$ cat config.mk
export PLATFORM = sky130hd
export DESIGN_NAME = cfg_chain_ctrl
export DESIGN_NICKNAME = d
export VERILOG_FILES = /design/src/rtl/cfg_chain_ctrl.sv
export SDC_FILE = /design/constraint.sdc
export NUM_CORES = 1
export LEC_CHECK = 0
export BUFFER_PORTS_ARGS = -buffer_cell sky130_fd_sc_hd__buf_4
export CAP_MARGIN = 20
export CORE_MARGIN = 3
export CORE_UTILIZATION = 47
export DETAILED_ROUTE_END_ITERATION = 16
export HOLD_SLACK_MARGIN = 0.06
export PLACE_DENSITY = 0.66
export SLEW_MARGIN = 20
export SYNTH_ARGS = -nofsm -noshare
export SYNTH_HDL_FRONTEND = slang
export SYNTH_SLANG_ARGS = --single-unit
$ cat constraint.sdc
create_clock -name clk -period 3.22 [get_ports clk]
set_clock_uncertainty 0.2 [all_clocks]
set_input_delay 0.322 -clock clk [delete_from_list [all_inputs] [get_ports clk]]
set_output_delay 0.322 -clock clk [all_outputs]
set_load 0.05 [all_outputs]
$ cat src/rtl/cfg_chain_ctrl.sv
// cfg_chain_ctrl: bus-filled shadow buffer shifted serially into one of several scan chains with readback and commit
module cfg_chain_ctrl #(
    parameter int          CHAIN_LEN  = 164,
    parameter int          NUM_CHAINS = 2,
    parameter logic [31:0] BASE_ADDR  = 32'h3000_0000
) (
    input  logic                  clk,
    input  logic                  reset,
    input  logic [31:0]           wb_addr,
    input  logic                  valid,
    input  logic                  wen,
    input  logic [3:0]            wstrb,
    input  logic [31:0]           wdata,
    output logic [31:0]           rdata,
    output logic                  ready,
    output logic [NUM_CHAINS-1:0] chain_sout,
    input  logic [NUM_CHAINS-1:0] chain_sin,
    output logic [NUM_CHAINS-1:0] chain_en,
    output logic [NUM_CHAINS-1:0] chain_latch,
    output logic                  busy,
    output logic                  irq
);
    localparam int WORDS = (CHAIN_LEN + 31) / 32;
    localparam int BW = WORDS * 32;
    localparam int SW = NUM_CHAINS > 1 ? $clog2(NUM_CHAINS) : 1;
    localparam logic [BW-1:0] MASK = {BW{1'b1}} >> (BW - CHAIN_LEN);
    localparam logic [10:0] WEND = 11'(64 + WORDS);
    localparam logic [8:0] NC = 9'(NUM_CHAINS);
    localparam logic [12:0] LAST = 13'(CHAIN_LEN - 1);

    typedef enum logic [1:0] {IDLE, SHIFT, LATCH} state_t;

    state_t        state;
    logic [BW-1:0] buf_q, buf_wr, buf_sh;
    logic [7:0]    sel, sel_nx;
    logic          commit, ie, done, err;
    logic [12:0]   cnt;
    logic [9:0]    wi;
    logic          hit, is_ctrl, is_info, is_buf, wr, start_ok, sin;
    logic [31:0]   buf_rd, rd_val;

    assign hit      = wb_addr[31:12] == BASE_ADDR[31:12] && wb_addr[1:0] == 2'b00;
    assign wi       = wb_addr[11:2];
    assign is_ctrl  = hit && wi == 10'd0;
    assign is_info  = hit && wi == 10'd1;
    assign is_buf   = hit && wi >= 10'd64 && {1'b0, wi} < WEND;
    assign wr       = ready & valid & wen;
    assign sel_nx   = wstrb[1] ? wdata[15:8] : sel;
    assign start_ok = wstrb[0] & wdata[0] & ({1'b0, sel_nx} < NC);
    assign sin      = chain_sin[sel[SW-1:0]];
    assign buf_sh   = ((buf_q >> 1) & MASK) | (BW'(sin) << (CHAIN_LEN - 1));
    assign rd_val   = is_ctrl ? {15'b0, ie, sel, 4'b0, err, done, commit, busy}
                    : is_info ? {8'b0, 8'(NUM_CHAINS), 16'(CHAIN_LEN)}
                    : is_buf  ? buf_rd : 32'b0;
    assign chain_sout = chain_en & {NUM_CHAINS{buf_q[0]}};
    assign irq      = done & ie;

    // buffer word readback and byte-strobed merge of the addressed word
    always_comb begin
        buf_wr = buf_q;
        buf_rd = '0;
        for (int w = 0; w < WORDS; w++)
            if (wi == 10'(64 + w)) begin
                buf_rd = buf_q[w*32 +: 32];
                for (int b = 0; b < 4; b++)
                    if (wstrb[b]) buf_wr[w*32 + 8*b +: 8] = wdata[8*b +: 8];
            end
        buf_wr = buf_wr & MASK;
    end

    // bus handshake, register writes and the shift/commit sequencer
    always_ff @(posedge clk) begin
        if (reset) begin
            state       <= IDLE;
            buf_q       <= '0;
            sel         <= '0;
            commit      <= 1'b0;
            ie          <= 1'b0;
            done        <= 1'b0;
            err         <= 1'b0;
            cnt         <= '0;
            ready       <= 1'b0;
            rdata       <= '0;
            chain_en    <= '0;
            chain_latch <= '0;
            busy        <= 1'b0;
        end else begin
            ready       <= valid & ~ready;
            rdata       <= (valid & ~ready) ? rd_val : 32'b0;
            chain_latch <= '0;
            if (wr && is_ctrl) begin
                if (wstrb[2]) ie <= wdata[16];
                if (wstrb[0] && wdata[2]) begin
                    done <= 1'b0;
                    err  <= 1'b0;
                end
            end
            case (state)
                IDLE: begin
                    if (wr && is_buf) buf_q <= buf_wr;
                    if (wr && is_ctrl) begin
                        sel <= sel_nx;
                        if (wstrb[0]) commit <= wdata[1];
                        if (start_ok) begin
                            state    <= SHIFT;
                            cnt      <= '0;
                            chain_en <= NUM_CHAINS'(1) << sel_nx;
                            busy     <= 1'b1;
                        end
                        if (wstrb[0] && wdata[0] && !start_ok) err <= 1'b1;
                    end
                end
                SHIFT: begin
                    buf_q <= buf_sh;
                    cnt   <= cnt + 13'd1;
                    if (cnt == LAST) begin
                        chain_en <= '0;
                        if (commit) begin
                            state       <= LATCH;
                            chain_latch <= NUM_CHAINS'(1) << sel;
                        end else begin
                            state <= IDLE;
                            busy  <= 1'b0;
                            done  <= 1'b1;
                        end
                    end
                end
                LATCH: begin
                    state <= IDLE;
                    busy  <= 1'b0;
                    done  <= 1'b1;
                end
                default: state <= IDLE;
            endcase
        end
    end
endmodule
==> impl_metrics.json, run 1 <==
{
  "port_buffers": 114,
  "nFillCells": 2128,
  "slew-limit-headroom_pct": 29.16,
  "synth_async_sr_flop_share_pct": 0,
  "syn_area_sq_mm": 0.01116,
  "cp_cell_sequence": "inv_1, ha_1, and4_1, nand2_1, nor4_4, o22a_2, nor2_1, a211oi_1",
  "io_pins": 115,
  "number_of_global_route_vias_before_repair": 9894,
  "cts_inserted_buffers": 25,
  "outcome": "finished, final reports clean",
  "post_route_cells_drive_above_1_share_pct": 17.75,
  "clock_tree_from_tritoncts": "done",
  "worst_path_arrival_time_ps": 3010,
  "grt_start_max_net_pins": 183,
  "clk_root_buffer_cell": "sky130_fd_sc_hd__clkbuf_16",
  "floorplan.die_area_sq_mm": 0.02562,
  "maxSlewViolCount": 0,
  "postcts_setup_bufs": 0,
  "avgRoutedWirePerCell_microns": 19.25,
  "finalSetupViolations": 0,
  "viasPerCell": 5.927,
  "fp.dieW_microns": 160.1,
  "critical_path.max_fanout": 16,
  "clock_sink_count": 229,
  "hold_viol_final": 0,
  "synthesis.yosys.warnings": 0,
  "cts.reportedPaths.clkPinSlew_ps": 70,
  "end_kind": "register",
  "gr-total-overflow": 0,
  "seqCellArea_sq_mm": 0.004584,
  "power_density_mw_per_mm2": 479.1,
  "max_slew.worst_pin.slew_ps": 1063,
  "cts_resized": 0,
  "ant_nets": 0,
  "count_of_different_cell_masters_after_synthesis": 71,
  "ir_worst_vdd_v": 0.0003650,
  "placedInstanceArea_sq_mm": 0.01229,
  "hpwl_microns": 22030,
  "finalWirelength_microns": 33360,
  "final_design_area_no_fill_sq_mm": 0.01337,
  "synth_seq_area_share_pct": 41.09,
  "critical_path_class": "reg2reg",
  "placementRows": 55,
  "areaGrowthSynthToFinish_pct": 19.82,
  "crit_slowest_cell": "sky130_fd_sc_hd__and4_1",
  "num-nets-final": 1482,
  "setup_total_negative_slack_ps": 0,
  "unrepaired_setup_endpoints_after_global_routing": "no",
  "grt_util_all_layers_pct": 25.36,
  "worst-r2r-setup-slack_ps": 410,
  "post-route-min-period_ps": 2806,
  "worstHoldPathType": "in2reg",
  "post_synth_edffs": 0,
  "design.core.area_sq_mm": 0.02298,
  "critical_path.max_stage_delay_ps": 450,
  "critical_path.startpoint_type": "register",
  "first_pass_iters": 5,
  "synth_cells": 1308,
  "clock_latency_at_the_later_pin_of_the_worst_skew_pair_ps": 510,
  "postSynthAreaPerCell_sq_um": 8.529,
  "worstPathRequired_ps": 3430,
  "grt_pass1_wl_microns": 54030,
  "detailroute.via_count": 10270,
  "synth_top_flop_cell": "sky130_fd_sc_hd__dfxtp_1",
  "max_cap_violation_count": 0,
  "route.detailed.drc": 0,
  "syn-num-nets": 1387,
  "multi_input_area_sq_mm": 0.006062,
  "synth_seq_cells": 229,
  "max_clock_freq_ghz": 0.3564,
  "power.static_leakage_nw": 4.694,
  "dr.first_iter.drc_count": 645,
  "routabilityCongestion": 0.9149,
  "die_height_microns": 160.1,
  "htree_num_levels": 1,
  "antenna_cells_inserted": 0,
  "initial_core_util_pct": 48.54,
  "finalCritPeriodShare_pct": 87.13,
  "clk_path_buf_depth": 3,
  "grt_antenna_before_repair": 0
}
[final cells by class]
| cell class | count | share of cell area (%) |
|---|---|---|
| multi-input combinational | 964 | 45.35 |
| timing repair buffer | 171 | 10.21 |
| tap | 313 | 2.930 |
| clock inverter | 12 | 1.694 |
| inverter | 12 | 0.3370 |
| clock buffer | 32 | 5.176 |
| sequential | 229 | 34.30 |
[final timing paths]
kind,from,to,cells after the start
worst min-delay path,wstrb[0],commit$_SDFFE_PP0P_,4
worst min register to register,done$_SDFF_PP0_,done$_SDFF_PP0_,2
worst max-delay path,state[0]$_SDFFE_PP0P_,buf_q[99]$_SDFFE_PP0P_,8
worst max register to register,state[0]$_SDFFE_PP0P_,buf_q[99]$_SDFFE_PP0P_,8
[Yosys cell counts (5+ instances only)]
master	instances	area, sq um
sky130_fd_sc_hd__a211o_1	12	105.1
sky130_fd_sc_hd__o21ai_2	5	43.79
sky130_fd_sc_hd__buf_6	6	67.56
sky130_fd_sc_hd__dfxtp_1	229	4584
sky130_fd_sc_hd__a22oi_1	18	135.1
sky130_fd_sc_hd__mux2i_1	24	240.2
sky130_fd_sc_hd__nor2b_1	39	244.0
sky130_fd_sc_hd__xor2_1	9	78.83
sky130_fd_sc_hd__nand3_1	13	65.06
sky130_fd_sc_hd__buf_2	9	45.04
sky130_fd_sc_hd__o21ai_0	30	150.1
sky130_fd_sc_hd__or3_1	5	31.28
sky130_fd_sc_hd__nand2_1	50	187.7
sky130_fd_sc_hd__nor3_1	11	55.05
sky130_fd_sc_hd__clkbuf_1	71	266.5
sky130_fd_sc_hd__a21oi_1	201	1006
sky130_fd_sc_hd__nand4_1	7	43.79
sky130_fd_sc_hd__a211oi_2	12	150.1
sky130_fd_sc_hd__o31ai_4	5	106.4
sky130_fd_sc_hd__o211a_1	16	160.2
sky130_fd_sc_hd__a211oi_1	152	1141
sky130_fd_sc_hd__and2_1	7	43.79
sky130_fd_sc_hd__inv_1	12	45.04
sky130_fd_sc_hd__o21ai_4	6	97.59
sky130_fd_sc_hd__ha_1	5	62.56
sky130_fd_sc_hd__buf_4	13	97.59
sky130_fd_sc_hd__o2111ai_1	16	140.1
sky130_fd_sc_hd__nor4_1	8	50.05
sky130_fd_sc_hd__o221ai_1	16	140.1
sky130_fd_sc_hd__and3_1	5	31.28
sky130_fd_sc_hd__nor2_1	220	825.8
[state kept, by name, indices dropped and copies added, names as in the netlist, 2 cells and up]
| signal | flops |
|---|---|
| state | 2 |
| chain_latch | 2 |
| cnt | 13 |
| rdata | 32 |
| chain_en | 2 |
| buf_q | 164 |
| sel | 8 |
[where the power goes]
| group | leakage (nW) | internal (mW) | switching (mW) |
|---|---|---|---|
| clock | 0.448 | 2.00 | 1.20 |
| sequential | 1.84 | 2.83 | 0.000746 |
| combinational | 2.40 | 0.146 | 0.223 |
[through the flow]
stage          util [%]  setup WS (ps)  power (mW)  hold WS (ps)  instances
3_3_place_gp      53.46          365.2       3.250         260.2       1673
5_1_grt           58.15          239.6       6.589         94.78       1733
2_1_floorplan         -          680.5       3.098         232.0       1308
6_report          58.15          414.3       6.404         95.07       1733
4_1_cts           58.15          466.3       6.436         61.92       1733
3_5_place_dp      53.46          332.8       3.249         263.0       1673
[placed cells by master (no fill, tap or decap), types with 5 or more instances in the layout]
| cell | count |
|---|---|
| sky130_fd_sc_hd__dlygate4sd3_1 | 16 |
| sky130_fd_sc_hd__o21ai_2 | 5 |
| sky130_fd_sc_hd__mux2i_1 | 24 |
| sky130_fd_sc_hd__buf_4 | 151 |
| sky130_fd_sc_hd__o221ai_1 | 16 |
| sky130_fd_sc_hd__nand4_1 | 7 |
| sky130_fd_sc_hd__o2111ai_1 | 16 |
| sky130_fd_sc_hd__xor2_1 | 9 |
| sky130_fd_sc_hd__and3_1 | 5 |
| sky130_fd_sc_hd__nor2_1 | 220 |
| sky130_fd_sc_hd__nand3_1 | 13 |
| sky130_fd_sc_hd__bufinv_16 | 6 |
| sky130_fd_sc_hd__o211a_1 | 16 |
| sky130_fd_sc_hd__o21ai_4 | 6 |
| sky130_fd_sc_hd__a21oi_1 | 201 |
| sky130_fd_sc_hd__a22oi_1 | 18 |
| sky130_fd_sc_hd__clkbuf_16 | 25 |
| sky130_fd_sc_hd__nor4_1 | 8 |
| sky130_fd_sc_hd__a211o_1 | 12 |
| sky130_fd_sc_hd__o21ai_0 | 30 |
| sky130_fd_sc_hd__a211oi_2 | 12 |
| sky130_fd_sc_hd__nor2b_1 | 39 |
| sky130_fd_sc_hd__o31ai_4 | 5 |
| sky130_fd_sc_hd__nand2_1 | 50 |
| sky130_fd_sc_hd__and2_1 | 7 |
| sky130_fd_sc_hd__nor3_1 | 11 |
| sky130_fd_sc_hd__dfxtp_1 | 229 |
| sky130_fd_sc_hd__a211oi_1 | 152 |
| sky130_fd_sc_hd__or3_1 | 5 |
| sky130_fd_sc_hd__inv_1 | 12 |
[critical path: cells and delay by family (launching register included)]
kind | cells | cell delay [ps]
AOI/OAI and AO/OA | 2 | 700
adders and majority gates | 1 | 250
buffers and inverters | 1 | 120
DFF | 1 | 350
and+or+nand+nor | 4 | 1070
[what timing repair did]
| item | 4_1_cts | 5_1_grt |
|---|---|---|
| hold buffers | 16 | 0 |
| setup endpoints to repair | 0 | 0 |
| endpoints found under the hold margin | 16 | 0 |
[cell families after synthesis]
| group | after synthesis | share of synthesized area (%) |
|---|---|---|
| AO/OA/AOI/OAI | 517 | 32.57 |
| AND/OR/NAND/NOR | 408 | 18.00 |
| flip-flops | 229 | 41.09 |
| buffers and inverters | 115 | 4.811 |
| multiplexers | 25 | 2.254 |
| XOR/XNOR | 9 | 0.7066 |
| adder cells (fa/ha/maj) | 5 | 0.5608 |
[routing by layer]
metal,GRT usage (%),part of all wire [%]
met1,34.02,44
met2,42.57,48
met3,3.165,5.5
met4,8.047,3.0
met5,0,0
Note: power is estimated with default switching activity, not from simulation.
==> run 2, diff against run 1 <==
==> constraint.sdc (replaced) <==
create_clock -name clk -period 3.25 [get_ports clk]
set_clock_uncertainty 0.2 [all_clocks]
set_input_delay 0.325 -clock clk [delete_from_list [all_inputs] [get_ports clk]]
set_output_delay 0.325 -clock clk [all_outputs]
set_load 0.02 [all_outputs]
==> run 2 against run 1 <==
Clock power down 11%. Utilization down 0.53 points. Via count up 0.33%. Critical path depth up 3. Sequential share of layout area up 0.32 points. Global-route usage down 0.14 points. Setup slack worse by 210 ps. Wire length up 0.49%. Final area down 0.92%. Power down 6.1%. Register-to-register slack worse by 60 ps.
==> impl_metrics.json, run 2 (same netlist as run 1, synthesis figures left out) <==
{
  "outcome": "finished, final reports clean",
  "first_pass_iters": 5,
  "power.clock.fraction_pct": 47.3,
  "grt_start_max_net_pins": 116,
  "placed_cells_incl_taps": 1673,
  "finalSetupViolations": 0,
  "num-nets-final": 1479,
  "cts_inserted_buffers": 24,
  "end_kind": "register",
  "initial_core_util_pct": 48.54,
  "fp.dieW_microns": 160.1,
  "worst_path_dominant_cell_family": "buffers and inverters",
  "power.switching_fraction_pct": 22.75,
  "hpwl_microns": 22240,
  "total_power_mw": 6.016,
  "worstPathRequired_ps": 3460,
  "multi_input_area_sq_mm": 0.006062,
  "unrepaired_setup_endpoints_after_global_routing": "no",
  "cts.reportedPaths.clkPinSlew_ps": 60,
  "grt_pass1_wl_microns": 53430,
  "layout.cells.most_common_list": "sky130_fd_sc_hd__dfxtp_1 (229), sky130_fd_sc_hd__nor2_1 (220), sky130_fd_sc_hd__a21oi_1 (201), sky130_fd_sc_hd__a211oi_1 (152), sky130_fd_sc_hd__buf_4 (151)",
  "route.detailed.drc": 0,
  "final_core_utilization_pct": 57.62,
  "globalRouteMet1Util_pct": 34.10,
  "routabilityCongestion": 0.9012,
  "largest_registers": "buf_q x164, rdata x32, cnt x13",
  "finalWirelength_microns": 33530,
  "seqCellArea_sq_mm": 0.004584,
  "cp.buffers_inverters": 5,
  "mostFrequentLayoutCell": "sky130_fd_sc_hd__dfxtp_1",
  "grt_antenna_before_repair": 0,
  "clk_root_buffer_cell": "sky130_fd_sc_hd__clkbuf_16",
  "switchingPower_mw": 1.369,
  "top_register": "buf_q",
  "timing.hold.ws_ps": 88.58,
  "power.static_leakage_nw": 4.640,
  "post-route-min-period_ps": 3047,
  "viasPerCell": 5.957,
  "flip_flop_count_of_the_largest_register_after_layout": 164,
  "dr.first_iter.drc_count": 895,
  "p_int_mw": 4.647,
  "worstHoldPathType": "in2reg",
  "grt.met3_usage_pct": 3.709,
  "worst_path_arrival_time_ps": 3260,
  "cp_cell_sequence": "buf_4, nor4_4, buf_4, nand4_2, nor2_1, buf_4, nand4_1, dlygate4sd3_1, nand2_1, a21oi_1, dlygate4sd3_1",
  "nFillCells": 2111,
  "number_of_global_route_vias_before_repair": 9708,
  "clock_sink_count": 229,
  "max_slew.worst_pin.slew_ps": 857.5,
  "finish.cell_count_without_fillers": 1730,
  "port_buffers": 114,
  "critical_path_class": "in2reg",
  "clock_latency_at_the_later_pin_of_the_worst_skew_pair_ps": 520,
  "critical_path.max_fanout": 14,
  "critical_path.max_stage_delay_ps": 610,
  "placementRows": 55,
  "slew-limit-headroom_pct": 42.69,
  "maxSlewViolCount": 0,
  "finalCritPeriodShare_pct": 93.74,
  "areaGrowthSynthToFinish_pct": 18.72,
  "ant_nets": 0,
  "gr-total-overflow": 0,
  "crit_slowest_cell": "sky130_fd_sc_hd__dlygate4sd3_1",
  "post_route_cells_drive_above_1_share_pct": 17.64,
  "clk_path_buf_depth": 3,
  "design.core.area_sq_mm": 0.02298,
  "critical_path.startpoint_type": "input port",
  "critPathMostFrequentCell": "sky130_fd_sc_hd__buf_4",
  "grt_util_all_layers_pct": 25.22,
  "use_met2_pct": 41.41,
  "layer_with_the_highest_usage": "met2",
  "max_clock_freq_ghz": 0.3282,
  "detailroute.via_count": 10310,
  "clock_tree_from_tritoncts": "done",
  "io_pins": 115,
  "htree_num_levels": 1,
  "max_cap_violation_count": 0,
  "ir_worst_vdd_v": 0.0003236,
  "avgRoutedWirePerCell_microns": 19.38,
  "antenna_cells_inserted": 0,
  "power_density_mw_per_mm2": 454.3,
  "floorplan.die_area_sq_mm": 0.02562,
  "die_height_microns": 160.1,
  "postcts_setup_bufs": 0,
  "pwr-share-comb_pct": 6.0,
  "setup_total_negative_slack_ps": 0,
  "hold_viol_final": 0,
  "p_seq_share_pct": 46.7
}
run 2: layout make-up:
cell class	instances	share of cell area, %
Clock buffer	35	5.461
Clock inverter	8	0.6991
Inverter	12	0.3401
Multi-Input combinational cell	964	45.77
Sequential cell	229	34.61
Tap cell	313	2.957
Timing Repair Buffer	169	10.16
run 2: through the flow:
step / setup slack, ps / instance area (sq um)
finish: 203.4 / 13240
global route: 64.90 / 13240
CTS: 311.3 / 13240
detailed placement: 247.6 / 12290
global placement: 331.0 / 12290
floorplan: 791.0 / 11160
run 2: what timing repair did:
item                      4_1_cts  5_1_grt
resized for setup               0        0
hold buffers                   14        0
hold endpoints to repair       11        0
run 2: power groups by stage:
| stage | Combinational, mW | Clock [mW] | Sequential, mW |
|---|---|---|---|
| global placement | 0.350 | 0 | 2.87 |
| detailed placement | 0.350 | 0 | 2.87 |
| global route | 0.397 | 3.00 | 2.81 |
| CTS | 0.362 | 2.89 | 2.81 |
| finish | 0.363 | 2.85 | 2.81 |
| floorplan | 0.197 | 0 | 2.87 |
run 2: path summary, 6_finish.rpt:
check / startpoint / endpoint / slack [ps] / depth (start not counted)
min reg2reg: buf_q[163]$_SDFFE_PP0P_ / buf_q[163]$_SDFFE_PP0P_ / 280 / 2
max reg2reg: state[0]$_SDFFE_PP0P_ / buf_q[84]$_SDFFE_PP0P_ / 350 / 8
min: wdata[8] / chain_en[0]$_SDFFE_PP0P_ / 90 / 4
max: wb_addr[11] / err$_SDFF_PP0_ / 200 / 11
run 2: metal layers:
metal	up-vias	share of wire, %
met2	344	47
li1	5070	-
met5	-	0
met4	0	3.4
met3	74	5.8
met1	4817	44
run 2: tightest hold or removal path, delay by kind of cell:
family | cells | cell delay (ps)
AO/OA/AOI/OAI | 2 | 290
buffers and inverters | 1 | 100
AND/OR/NAND/NOR | 1 | 50
